[config.mk]
export PLATFORM = sky130hd
export DESIGN_NAME = apb_req_arbiter
export DESIGN_NICKNAME = d
export VERILOG_FILES = /design/src/rtl/apb_req_arbiter.sv
export SDC_FILE = /design/constraint.sdc
export NUM_CORES = 1
export LEC_CHECK = 0
export ABC_AREA = 1
export CAP_MARGIN = 15
export CORE_UTILIZATION = 46
export DETAILED_ROUTE_END_ITERATION = 6
export PLACE_DENSITY_LB_ADDON = 0.12
export SETUP_SLACK_MARGIN = 0.15
export SYNTH_ARGS = -nofsm -noshare
export SYNTH_HDL_FRONTEND = slang
export SYNTH_SLANG_ARGS = --single-unit
[constraint.sdc]
create_clock -name PCLK -period 4.2 [get_ports PCLK]
set_clock_uncertainty 0.15 [all_clocks]
set_input_delay 0.84 -clock PCLK [delete_from_list [all_inputs] [get_ports PCLK]]
set_output_delay 0.84 -clock PCLK [all_outputs]
set_load 0.01 [all_outputs]
[src/rtl/apb_req_arbiter.sv]
// Round-robin arbiter that shares one APB master port between NUM_REQ requesters.
// Out-of-window or misaligned addresses are rejected locally, without any bus transfer.
module apb_req_arbiter #(
  parameter int unsigned NUM_REQ   = 2,
  parameter logic [31:0] BASE_ADDR = 32'h1000_0000,
  parameter logic [31:0] MAP_SIZE  = 32'h0000_4000
) (
  input  logic                   PCLK,
  input  logic                   PRESET,
  input  logic [NUM_REQ-1:0]     req_valid,
  input  logic [NUM_REQ*32-1:0]  req_addr,
  input  logic [NUM_REQ*32-1:0]  req_wdata,
  input  logic [NUM_REQ-1:0]     req_write,
  output logic [NUM_REQ-1:0]     req_done,
  output logic [NUM_REQ-1:0]     req_err,
  output logic [31:0]            req_rdata,
  output logic                   busy,
  output logic                   m_transfer,
  output logic [31:0]            m_addr,
  output logic [31:0]            m_wdata,
  output logic                   m_write,
  input  logic                   m_ready,
  input  logic [31:0]            m_rdata
);

  localparam int unsigned IDX_W   = (NUM_REQ > 1) ? $clog2(NUM_REQ) : 1;
  localparam logic [32:0] WIN_END = {1'b0, BASE_ADDR} + {1'b0, MAP_SIZE};

  typedef enum logic [2:0] {
    S_IDLE,
    S_ISSUE,
    S_SETUP,
    S_ACCESS,
    S_DONE,
    S_ERR
  } state_t;

  state_t             state, state_nx;
  logic [IDX_W-1:0]   rr_ptr, grant, winner, grant_inc;
  logic               any_req;
  logic [31:0]        sel_addr, sel_wdata;
  logic               sel_write;
  logic               addr_ok;
  logic [31:0]        rdata_q;

  // First pending requester scanning upward from rr_ptr, wrapping modulo NUM_REQ.
  always_comb begin
    int unsigned idx;
    idx       = 0;
    any_req   = 1'b0;
    winner    = '0;
    sel_addr  = '0;
    sel_wdata = '0;
    sel_write = 1'b0;
    for (int unsigned off = 0; off < NUM_REQ; off++) begin
      idx = (32'(rr_ptr) + off) % NUM_REQ;
      if (!any_req && req_valid[IDX_W'(idx)]) begin
        any_req   = 1'b1;
        winner    = IDX_W'(idx);
        sel_addr  = req_addr[idx*32 +: 32];
        sel_wdata = req_wdata[idx*32 +: 32];
        sel_write = req_write[IDX_W'(idx)];
      end
    end
  end

  assign addr_ok = (sel_addr >= BASE_ADDR) && ({1'b0, sel_addr} < WIN_END) &&
                   (sel_addr[1:0] == 2'b00);

  assign grant_inc = (grant == IDX_W'(NUM_REQ - 1)) ? '0 : grant + 1'b1;

  always_comb begin
    state_nx = state;
    unique case (state)
      S_IDLE:   if (any_req) state_nx = addr_ok ? S_ISSUE : S_ERR;
      S_ISSUE:  state_nx = S_SETUP;
      S_SETUP:  state_nx = S_ACCESS;
      S_ACCESS: if (m_ready) state_nx = S_DONE;
      S_DONE:   state_nx = S_IDLE;
      S_ERR:    state_nx = S_IDLE;
      default:  state_nx = S_IDLE;
    endcase
  end

  always_ff @(posedge PCLK) begin
    if (PRESET) begin
      state      <= S_IDLE;
      rr_ptr     <= '0;
      grant      <= '0;
      m_transfer <= 1'b0;
      m_addr     <= '0;
      m_wdata    <= '0;
      m_write    <= 1'b0;
      rdata_q    <= '0;
    end else begin
      state      <= state_nx;
      m_transfer <= (state_nx == S_ISSUE);
      if (state == S_IDLE && any_req) begin
        grant   <= winner;
        m_addr  <= sel_addr;
        m_wdata <= sel_wdata;
        m_write <= sel_write;
      end
      if (state == S_ACCESS && m_ready) rdata_q <= m_write ? '0 : m_rdata;
      if (state == S_DONE || state == S_ERR) rr_ptr <= grant_inc;
    end
  end

  always_comb begin
    req_done  = '0;
    req_err   = '0;
    req_rdata = '0;
    busy      = (state != S_IDLE);
    if (state == S_DONE) begin
      req_done[grant] = 1'b1;
      req_rdata       = rdata_q;
    end
    if (state == S_ERR) begin
      req_done[grant] = 1'b1;
      req_err[grant]  = 1'b1;
    end
  end

endmodule
# After elaboration in Yosys (flattened, before gate mapping)
# Cells that the tools add are included.
[totals] ff_bits=103 inputBits=167 elab_cells=68
[op_classes] n_addsub=2 magnitude_cmp=6 n_eq_ne=6 shifts=4 mux=30 n_bitwise=1 n_reduce_logical=11
[ops] op="$shiftx 64x7->32" n=4
[ops] op="$mux 32" n=6
[ops] op="$ge 32x29->1 const B" n=1
[ops] op="$lt 32x29->1 const B" n=1
[ops] op="$mux 1" n=16
[ops] op="$pmux 3 s4" n=1
[ops] op="$mux 3" n=3
[ops] op="$eq 3x1->1 const B" n=2
[ops] op="$eq 3x2->1 const B" n=2
[ops] op="$eq 3x3->1 const B" n=2
[ops] op="$logic_and 1x1->1" n=6
[ops] op="$lt 1x2->1 const B" n=3
[ops] op="$mux 2" n=3
[ops] op="$logic_not 3->1" n=1
[ops] op="$reduce_bool 3->1" n=1
[ops] op="$add 1x1->1 const B" n=2
[ops] op="$logic_not 2->1" n=1
[ops] op="$or 2x2->2" n=1
[ops] op="$demux 1 s1" n=1
[ops] op="$ge 1x1->1 const B" n=1
[ops] op="$logic_not 1->1" n=1
[ops] op="$logic_or 1x1->1" n=1

# Longest topological paths before layout
# Gate-level depths: netlist of run 1.
[logic_depth] ltp_word=13 mapped_depth=16 ltp_nobuf=14

# Least setup slack after synthesis of run 1
# OpenSTA, ideal clock, no wires.
[synth_timing] kind="input -> register" startpoint="in req_valid[1]" endpoint="reg m_transfer" setup_time_ns=0.112 t_arrival_ns=1.820 required_ns=3.938 slack_ns=2.119 stages=13 cell_sequence="nand2_1 > inv_1 > nor2_4 > buf_2 > nand3_1 > nand2_1 > nor2_1 > nand2_1 > nor2_1 > nand3_1 > nand2_1 > nand2_1 > nor2_1"
[synth_between] elab_chain_len=13 word_cells_on_any_way=19 classes_between="2 x order compare; 1 x eq/ne; 11 x mux; 5 x reduce/logical"
[synth_rtl] element="from (decl)" line="10" text="input logic [NUM_REQ-1:0] req_valid,"
[synth_rtl] element="$mux 1 (implied by the code) (2 in a row)" line="57" text="if (!any_req && req_valid[IDX_W'(idx)]) begin"
[synth_rtl] element="$mux 1" line="57"
[synth_rtl] element="$logic_not 1->1" line="57"
[synth_rtl] element="$logic_and 1x1->1" line="57"
[synth_rtl] element="$mux 32" line="57"
[synth_rtl] element="$ge 32x29->1 or $lt 32x29->1 (tied branches)" line="67" text="assign addr_ok = (sel_addr >= BASE_ADDR) && ({1'b0, sel_addr} < WIN_END) &&"
[synth_rtl] element="$logic_and 1x1->1 (2 in a row)" line="67"
[synth_rtl] element="$mux 3" line="75" text="S_IDLE: if (any_req) state_nx = addr_ok ? S_ISSUE : S_ERR;"
[synth_rtl] element="$mux 3 (*)" line="75"
[synth_rtl] element="$pmux 3 s4 (*)" line="74" text="unique case (state)"
[synth_rtl] element="$eq 3x1->1 (*)" line="97" text="m_transfer <= (state_nx == S_ISSUE);"
[synth_rtl] element="to (signal assigned)" line="97"
[synth_rtl] element="to (decl)" line="18" text="output logic m_transfer,"
# Mark *: on every way between the ends. The rest lies on a longest branch, timed or not. The select of a mux whose other input is x is not followed.
# A chain may end at the register's enable or synchronous reset.

# Worst setup path in the final report of run 1
[layout_timing] startpoint="reg state[0]" endpoint="out req_done[1]"
[layout_between] elab_chain_len=4 word_cells_on_any_way=5 classes_between="2 x eq/ne; 2 x mux; 1 x bitwise"
[layout_rtl] element="from (decl)" line="38" text="state_t state, state_nx;"
[layout_rtl] element="from (signal assigned)" line="96" text="state <= state_nx;"
[layout_rtl] element="$eq 3x3->1" line="114" text="if (state == S_DONE) begin"
[layout_rtl] element="$mux 2" line="114"
[layout_rtl] element="$or 2x2->2 (no source line)"
[layout_rtl] element="$mux 2 (*)" line="118" text="if (state == S_ERR) begin"
[layout_rtl] element="to (decl)" line="14" text="output logic [NUM_REQ-1:0] req_done,"
# Mark *: on every way between the ends. The rest lies on a longest branch, timed or not.

==> results of run 1 <==
-- worst max-delay path, stage by stage (launching register included) --
cell and delay (ps):
dfxtp_1 340, nor2_1 140, nand2_1 330, buf_4 340, nand2_1 80, inv_1 60
nor2_1 120, clkdlybuf4s50_1 590
-- per-stage QoR --
stage / area (µm²) / std cells / power (mW) / hold WS [ps] / setup slack, ps
global route: 9064 / 1399 / 3.944 / 334.4 / 578.3
finish: 9064 / 1399 / 3.693 / 316.0 / 864.7
CTS: 9064 / 1399 / 3.705 / 315.4 / 825.6
floorplan: 6188 / 1011 / 2.256 / 287.1 / 2119
global placement: 8797 / 1384 / 2.900 / 299.3 / 1071
detailed placement: 8797 / 1384 / 2.918 / 302.9 / 1041
-- worst paths after layout --
kind              startpoint           to  slack (ps)  cells past startpoint
setup / recovery    state[0]  req_done[1]         860                      7
hold / removal    rdata_q[8]   rdata_q[8]         320                      2
setup reg to reg      rr_ptr   m_transfer        1060                     13
hold reg to reg   rdata_q[8]   rdata_q[8]         320                      2
-- synth_stat cells, drive strengths merged --
master	instances	area, µm²
a211oi	33	247.7
a21oi	35	175.2
a31oi	46	287.8
buf	40	236.5
clkbuf	41	153.9
dfxtp	103	2062
inv	127	476.7
nand2	313	1182
nand3	36	180.2
nor2	52	205.2
nor3	1	5.000
o211ai	20	150.1
o21a	2	15.01
o21ai	162	810.8
-- metal layers --
metal  up-vias  share of wire
li1       3711              -
met1      3082           0.44
met2       240           0.46
met3        33          0.074
met4         0          0.030
met5         -              0
-- sequential cells by signal, indices dropped and copies added, names as in the netlist --
signal and flops:
m_wdata 32, grant 1, m_addr 32, rdata_q 32
m_write 1, rr_ptr 1, m_transfer 1, state 3
-- layout make-up --
class	instances	share of cell area
repair buffers	278	0.3045
multi-input cells	700	0.3609
well taps	176	0.02430
flip-flops and latches	103	0.2279
inverters	127	0.05301
clock inverters	5	0.004141
clock buffers	10	0.02526
-- layout by cell type (no fill, tap or decap), drive strengths merged --
cell type      count
nand3             36
nor3               1
clkinv             5
clkinvlp           2
o21ai            162
nor2              52
a31oi             46
a211oi            33
o21a               2
o211ai            20
a21oi             35
clkbuf            10
nand2            313
buf                9
clkdlybuf4s50    269
inv              125
dfxtp            103
-- power by group --
group	leakage (nW)	internal, mW	switching (mW)
logic	2.82	0.718	0.894
clock network	0.125	0.400	0.383
registers	0.846	1.16	0.137
-- logic make-up after synthesis --
kind of cell	share of synthesized area
buf+inv	0.1401
compound gates	0.2725
simple gates	0.2541
flops	0.3332
==> impl_metrics.toml, run 1 <==
[placed_design]
place_congestion = 0.7929
hpwl_um = 12560
io_buffers = 269

[yosys]
ys_ff_latch = 103
synthDistinctLibCells = 22
synth_cells = 1011
yosys_warnings = 0
avgSynthCellArea_um2 = 6.121
synthesis.nets = 1178
yosysSeqAreaShare = 0.3332
netlist_area_um2 = 6188

[sta]
fin_crit_ps = 3335
final_max_slew_viol_count = 0
final_hold_viol_count = 0
fmax_ghz = 0.2998
period_share = 0.7941
setup_tns_ps = 0
setup_viol_count_final = 0
rsz0062_at_grt = "no"
maxSlewHeadroom = 0.2576
worstMarginPinSlew_ps = 1114

[global_route]
grt_pass1_wl_um = 29520
grt.overflow.total = 0
grt_pass1_vias = 6100
global_route.usage.met1 = 0.3224
grtUsageMet3 = 0.06492
grt_util_all_layers = 0.2616
grt_use_met2 = 0.4279
grt_busiest_layer = "met2"
antenna_found_initial = 0
grt_start_max_net_pins = 126

[power]
p_per_area_nw_per_um2 = 407.4
power.leakage_nw = 3.795
vdd_drop_max_uv = 212.4

[die]
fp.dieW_um = 118.0
core_area_um2 = 13190
fp-row-count = 42
num_io_pins = 270
die_h_um = 118.0
dieArea_um2 = 13920
initial_core_util = 0.4692

[drt]
wire_per_inst_um = 13.36
vias = 7066
drt_iter0_markers = 461
drc_errors = 0
routed_wl_um = 18700
postRouteAntennaNets = 0
dr.pass1.iters = 7
routed_via_density = 5.051

[cts]
postCtsSetupBuffers = 0
postCtsHoldBufs = 0
cts_buffers = 9
clkLatencyLatePin_ps = 360
htree_levels = 3
cts_tree = "built"
path_clk_slew_ps = 70
cts_repair_resize_count = 0
clock-sinks = 103
clockBufferDepth = 2
cts-root-buf = "clkbuf_16"

[final_layout]
final_core_util = 0.6872
layout.nets = 1386
areaGrowthSynthToFinish_pct = 46.46
regArea_um2 = 2066
drive_gt1_frac = 0.02780
multi_input_area_um2 = 3271
num_antenna_cells = 0
n_fill_cell = 1202

[critical_path]
worstPathArrival_ps = 2350
cp-end-kind = "output port"
start_kind = "flop"
path_max_fanout = 19
cp_data_required_time_ps = 3210
path_class = "reg -> out"

[min_path]
hp-class = "reg -> reg"

[run_status]
status = "finished clean"

[job]
cap_viol_max_count = 0
(Power assumes the default switching activity.)
==> inputs of run 2 (changes only) <==
--- a/config.mk
+++ b/config.mk
@@ -7,7 +7,7 @@
 export LEC_CHECK = 0
 export ABC_AREA = 1
 export CAP_MARGIN = 15
-export CORE_UTILIZATION = 46
+export CORE_UTILIZATION = 43
 export DETAILED_ROUTE_END_ITERATION = 6
 export PLACE_DENSITY_LB_ADDON = 0.12
 export SETUP_SLACK_MARGIN = 0.15
==> constraint.sdc (replaced) <==
create_clock -name PCLK -period 3.4 [get_ports PCLK]
set_clock_uncertainty 0.15 [all_clocks]
set_input_delay 0.68 -clock PCLK [delete_from_list [all_inputs] [get_ports PCLK]]
set_output_delay 0.68 -clock PCLK [all_outputs]
set_load 0.01 [all_outputs]
==> impl_metrics.toml, run 2 (synthesis results as in run 1) <==
[drt]
wire_per_inst_um = 13.38
wl_met3_um = 1433
postRouteAntennaNets = 0
wl_met2_um = 8677
top_layer_used = "met4"
vias = 6981
routed_via_density = 4.962
dr.pass1.iters = 5
drc_errors = 0
wl_met1_um = 8231
routed_wl_um = 18820
drt_iter0_markers = 420

[final_layout]
n_fill_cell = 1242
num_antenna_cells = 0
final_cells = 1407
top_regs = "m_addr: 32 flops, m_wdata: 32 flops, rdata_q: 32 flops"
layout.nets = 1389
drive_gt1_frac = 0.03260
areaGrowthSynthToFinish_pct = 48.32
final_common_cell = "nand2_1"
layout_common_cells = "nand2_1, clkdlybuf4s50_1, o21ai_0, inv_1, dfxtp_1"

[global_route]
grt_util_all_layers = 0.2475
grt.overflow.total = 0
grt_start_max_net_pins = 91
antenna_found_initial = 0
grt_pass1_wl_um = 29560
grt_pass1_vias = 6234

[critical_path]
cp_slowest_cell = "clkdlybuf4s50_1"
cp_data_required_time_ps = 2570
rr_startpoint = "rr_ptr"
reg2regPathDepth = 12
max_stage_delay_ps = 550
rrSetupSlack_ps = 710
crit_top_cell = "nor2_1"
r2r-end = "m_transfer"
worstPathCellList = "nor2_1, nand2_2, buf_4, nor2_1, clkdlybuf4s50_1"
worstPathArrival_ps = 2100
cp-end-kind = "output port"
path_max_fanout = 18
start_kind = "flop"
path_class = "reg -> out"

[sta]
maxSlewHeadroom = 0.3137
worstMarginPinSlew_ps = 1028
final_max_slew_viol_count = 0
period_share = 0.8621
setup_tns_ps = 0
final_hold_viol_count = 0
setup_viol_count_final = 0
rsz0062_at_grt = "no"
fmax_ghz = 0.3412
fin_crit_ps = 2931

[power]
switching_share = 0.3815
p_seq_frac = 0.340
combPwrFrac = 0.439
power_frac_clock = 0.222
p_int_mw = 2.895
vdd_drop_max_uv = 355.3
p_per_area_nw_per_um2 = 509.8
power.leakage_nw = 3.852
power_switching_mw = 1.785

[die]
num_io_pins = 270
fp-row-count = 43
die_h_um = 122.0
dieArea_um2 = 14880
core_area_um2 = 13930
fp.dieW_um = 122.0
initial_core_util = 0.4441

[cts]
clock-sinks = 103
cts_tree = "built"
htree_levels = 3
cts_buffers = 9
clockBufferDepth = 2
path_clk_slew_ps = 70
clkLatencyLatePin_ps = 350
cts-root-buf = "clkbuf_16"
postCtsHoldBufs = 0
postCtsSetupBuffers = 0
cts_repair_resize_count = 0

[min_path]
hp-class = "reg -> reg"
hold_start = "rdata_q[3]"
min_path_cells = 2
whs_endpoint = "rdata_q[3]"

[job]
cap_viol_max_count = 0

[placed_design]
place_congestion = 0.7967
io_buffers = 269
hpwl_um = 12980
dp_cells = 1391

[run_status]
status = "finished clean"
-- run 2: cell count changes in the layout (fill, tap and decap cells not counted), sizes merged --
cell,change
buf,+3
inv,+3
clkinvlp,-2
-- run 2: critical path, delay by kind of cell (launching register included) --
kind          cells  cell delay [ps]
simple gates      3              560
flops             1              340
buf+inv           2              840
-- run 2: how the worst max path moves through the flow --
stage / endpoint / slack (ps) / depth (start not counted) / startpoint
3_5_place_dp: m_wdata[15] / 520 / 9 / req_valid[1]
4_1_cts: req_rdata[6] / 270 / 5 / state[0]
2_1_floorplan: m_transfer / 1480 / 13 / req_valid[1]
5_1_grt: req_rdata[6] / 340 / 5 / state[0]
3_3_place_gp: m_wdata[30] / 580 / 9 / req_valid[1]
6_report: req_rdata[6] / 470 / 5 / state[0]
-- run 2: stage by stage --
stage | power, mW | cell area (µm²) | hold WS [ps] | worst slack (ps) | utilization
finish | 4.680 | 9179 | 315.9 | 468.8 | 0.6587
global route | 4.999 | 9179 | 332.4 | 342.4 | 0.6587
CTS | 4.708 | 9176 | 317.0 | 273.0 | 0.6585
detailed placement | 3.664 | 8886 | 305.1 | 515.6 | 0.6377
global placement | 3.646 | 8886 | 299.5 | 575.6 | 0.6377
floorplan | 2.786 | 6188 | 287.1 | 1479 | -
-- run 2: routing by layer --
metal | vias to the layer above | track usage
li1 | 3710 | -
met1 | 2996 | 0.3108
met2 | 242 | 0.4082
met3 | 33 | 0.05712
met4 | 0 | 0.09568
met5 | - | 0
-- run 2: area by class of cell --
cell class / instances / area (µm²) / share of cell area
well taps: 180 / 225.2 / 0.02454
multi-input cells: 700 / 3273 / 0.3566
repair buffers: 281 / 2845 / 0.3100
inverters: 127 / 479.2 / 0.05221
flip-flops and latches: 103 / 2066 / 0.2251
clock inverters: 6 / 51.30 / 0.005589
clock buffers: 10 / 239.0 / 0.02604
-- run 2: power groups by stage --
stage                     clock (mW)  sequential [mW]  combinational (mW)
after floorplan                    0             1.65                1.14
after global placement             0             1.61                2.04
after detailed placement           0             1.61                2.06
after CTS                       1.06             1.59                2.06
after global routing            1.09             1.62                2.29
final                           1.04             1.59                2.05
==> inputs of run 3 (changes only) <==
--- a/config.mk
+++ b/config.mk
@@ -7,6 +7,7 @@
 export LEC_CHECK = 0
 export ABC_AREA = 1
 export CAP_MARGIN = 15
+export CORE_MARGIN = 4
 export CORE_UTILIZATION = 43
 export DETAILED_ROUTE_END_ITERATION = 6
 export PLACE_DENSITY_LB_ADDON = 0.12
==> impl_metrics.toml, run 3 (synthesis results as in run 1) <==
[drt]
dr.pass1.iters = 6
drc_errors = 0
vias = 7108
postRouteAntennaNets = 0
wire_per_inst_um = 14.02
drt_iter0_markers = 507
routed_wl_um = 19780
routed_via_density = 5.038

[cts]
postCtsHoldBufs = 0
cts_tree = "built"
clkLatencyLatePin_ps = 350
postCtsSetupBuffers = 0
htree_levels = 3
cts-root-buf = "clkbuf_16"
clock-sinks = 103
cts_repair_resize_count = 0
cts_buffers = 9
clockBufferDepth = 2
path_clk_slew_ps = 80

[final_layout]
top_regs = "m_addr: 32 flops, m_wdata: 32 flops, rdata_q: 32 flops"
n_fill_cell = 1297
drive_gt1_frac = 0.03493
final_core_util = 0.6570
fin_area_um2 = 9190
layout_common_cells = "nand2_1, clkdlybuf4s50_1, o21ai_0, inv_1, dfxtp_1"
areaGrowthSynthToFinish_pct = 48.50
final_common_cell = "nand2_1"
layout.nets = 1393
num_antenna_cells = 0

[run_status]
status = "finished clean"

[die]
fp-row-count = 43
die_h_um = 128.0
num_io_pins = 270
initial_core_util = 0.4424
core_area_um2 = 13990
dieArea_um2 = 16380
fp.dieW_um = 128.0

[sta]
setup_viol_count_final = 0
worstMarginPinSlew_ps = 1032
setup_tns_ps = 0
period_share = 0.8914
fin_crit_ps = 3031
final_max_slew_viol_count = 0
maxSlewHeadroom = 0.3110
fmax_ghz = 0.3300
final_hold_viol_count = 0
rsz0062_at_grt = "no"
fin_hold_ws_ps = 316.0

[critical_path]
path_max_fanout = 19
rr_startpoint = "rr_ptr"
cp-end-kind = "output port"
start_kind = "flop"
path_class = "reg -> out"
cp_data_required_time_ps = 2570
reg2regPathDepth = 13
worstPathArrival_ps = 2200
startpoint = "state[0]"

[global_route]
grt_pass1_vias = 6290
grt_use_met2 = 0.3752
grt_start_max_net_pins = 89
grt_busiest_layer = "met2"
grt_pass1_wl_um = 31110
global_route.usage.met1 = 0.2944
antenna_found_initial = 0
grt.overflow.total = 0
grtUsageMet3 = 0.06458
grt_util_all_layers = 0.2319

[power]
p_per_area_nw_per_um2 = 510.4
vdd_drop_max_uv = 301.8
power.leakage_nw = 3.863

[min_path]
hp-class = "reg -> reg"
hold_start = "rdata_q[8]"
min_path_cells = 2

[placed_design]
io_buffers = 269
place_area_um2 = 8892
place_congestion = 0.8288
hpwl_um = 14020

[job]
cap_viol_max_count = 0
==> run 3: cell count changes in the layout (fill, tap and decap cells not counted), sizes merged <==
cell	previous run	this run
clkinv	5	3
buf	12	16
inv	128	130
clkinvlp	0	1
clkbuf	10	9
==> run 3: layer usage <==
metal / share of wire / vias to the layer above
met3: 0.084 / 27
met4: 0.024 / 0
li1: - / 3736
met1: 0.43 / 3105
met2: 0.46 / 240
met5: 0 / -
==> run 3: metrics by stage <==
step	setup WS (ps)	total power, mW	std cells
2_1_floorplan	1479	2.786	1011
3_3_place_gp	705.5	3.644	1395
3_5_place_dp	644.6	3.670	1395
4_1_cts	342.9	4.724	1411
5_1_grt	185.5	5.034	1411
6_report	369.3	4.691	1411
==> run 3: final cells by class <==
class                      instances  area (µm²)  share of cell area
multi-input combinational        700        3271              0.3559
timing repair buffer             285        2850              0.3101
sequential                       103        2066              0.2248
inverter                         127       480.5             0.05228
clock buffer                       9       225.2             0.02451
tap                              180       225.2             0.02451
clock inverter                     7       72.57            0.007897
==> run 3: final timing paths <==
check	endpoint	slack, ps
max	req_rdata[20]	370
min	rdata_q[8]	320
max reg2reg	m_transfer	820
min reg2reg	rdata_q[8]	320
==> run 3: worst max-delay path, cell delays in order (launching register included) <==
cell and delay (ps):
dfxtp_1 340, nor2_1 140, nand2_1 370, buf_12 310
nor2_1 130, clkdlybuf4s50_1 550
==> run 3: power breakdown <==
part	internal (mW)	total, mW	leakage, nW	switching, mW
Combinational	0.924	2.06	2.87	1.14
Sequential	1.43	1.58	0.846	0.153
Clock	0.523	1.05	0.145	0.525
Total	2.88	4.69	3.86	1.81
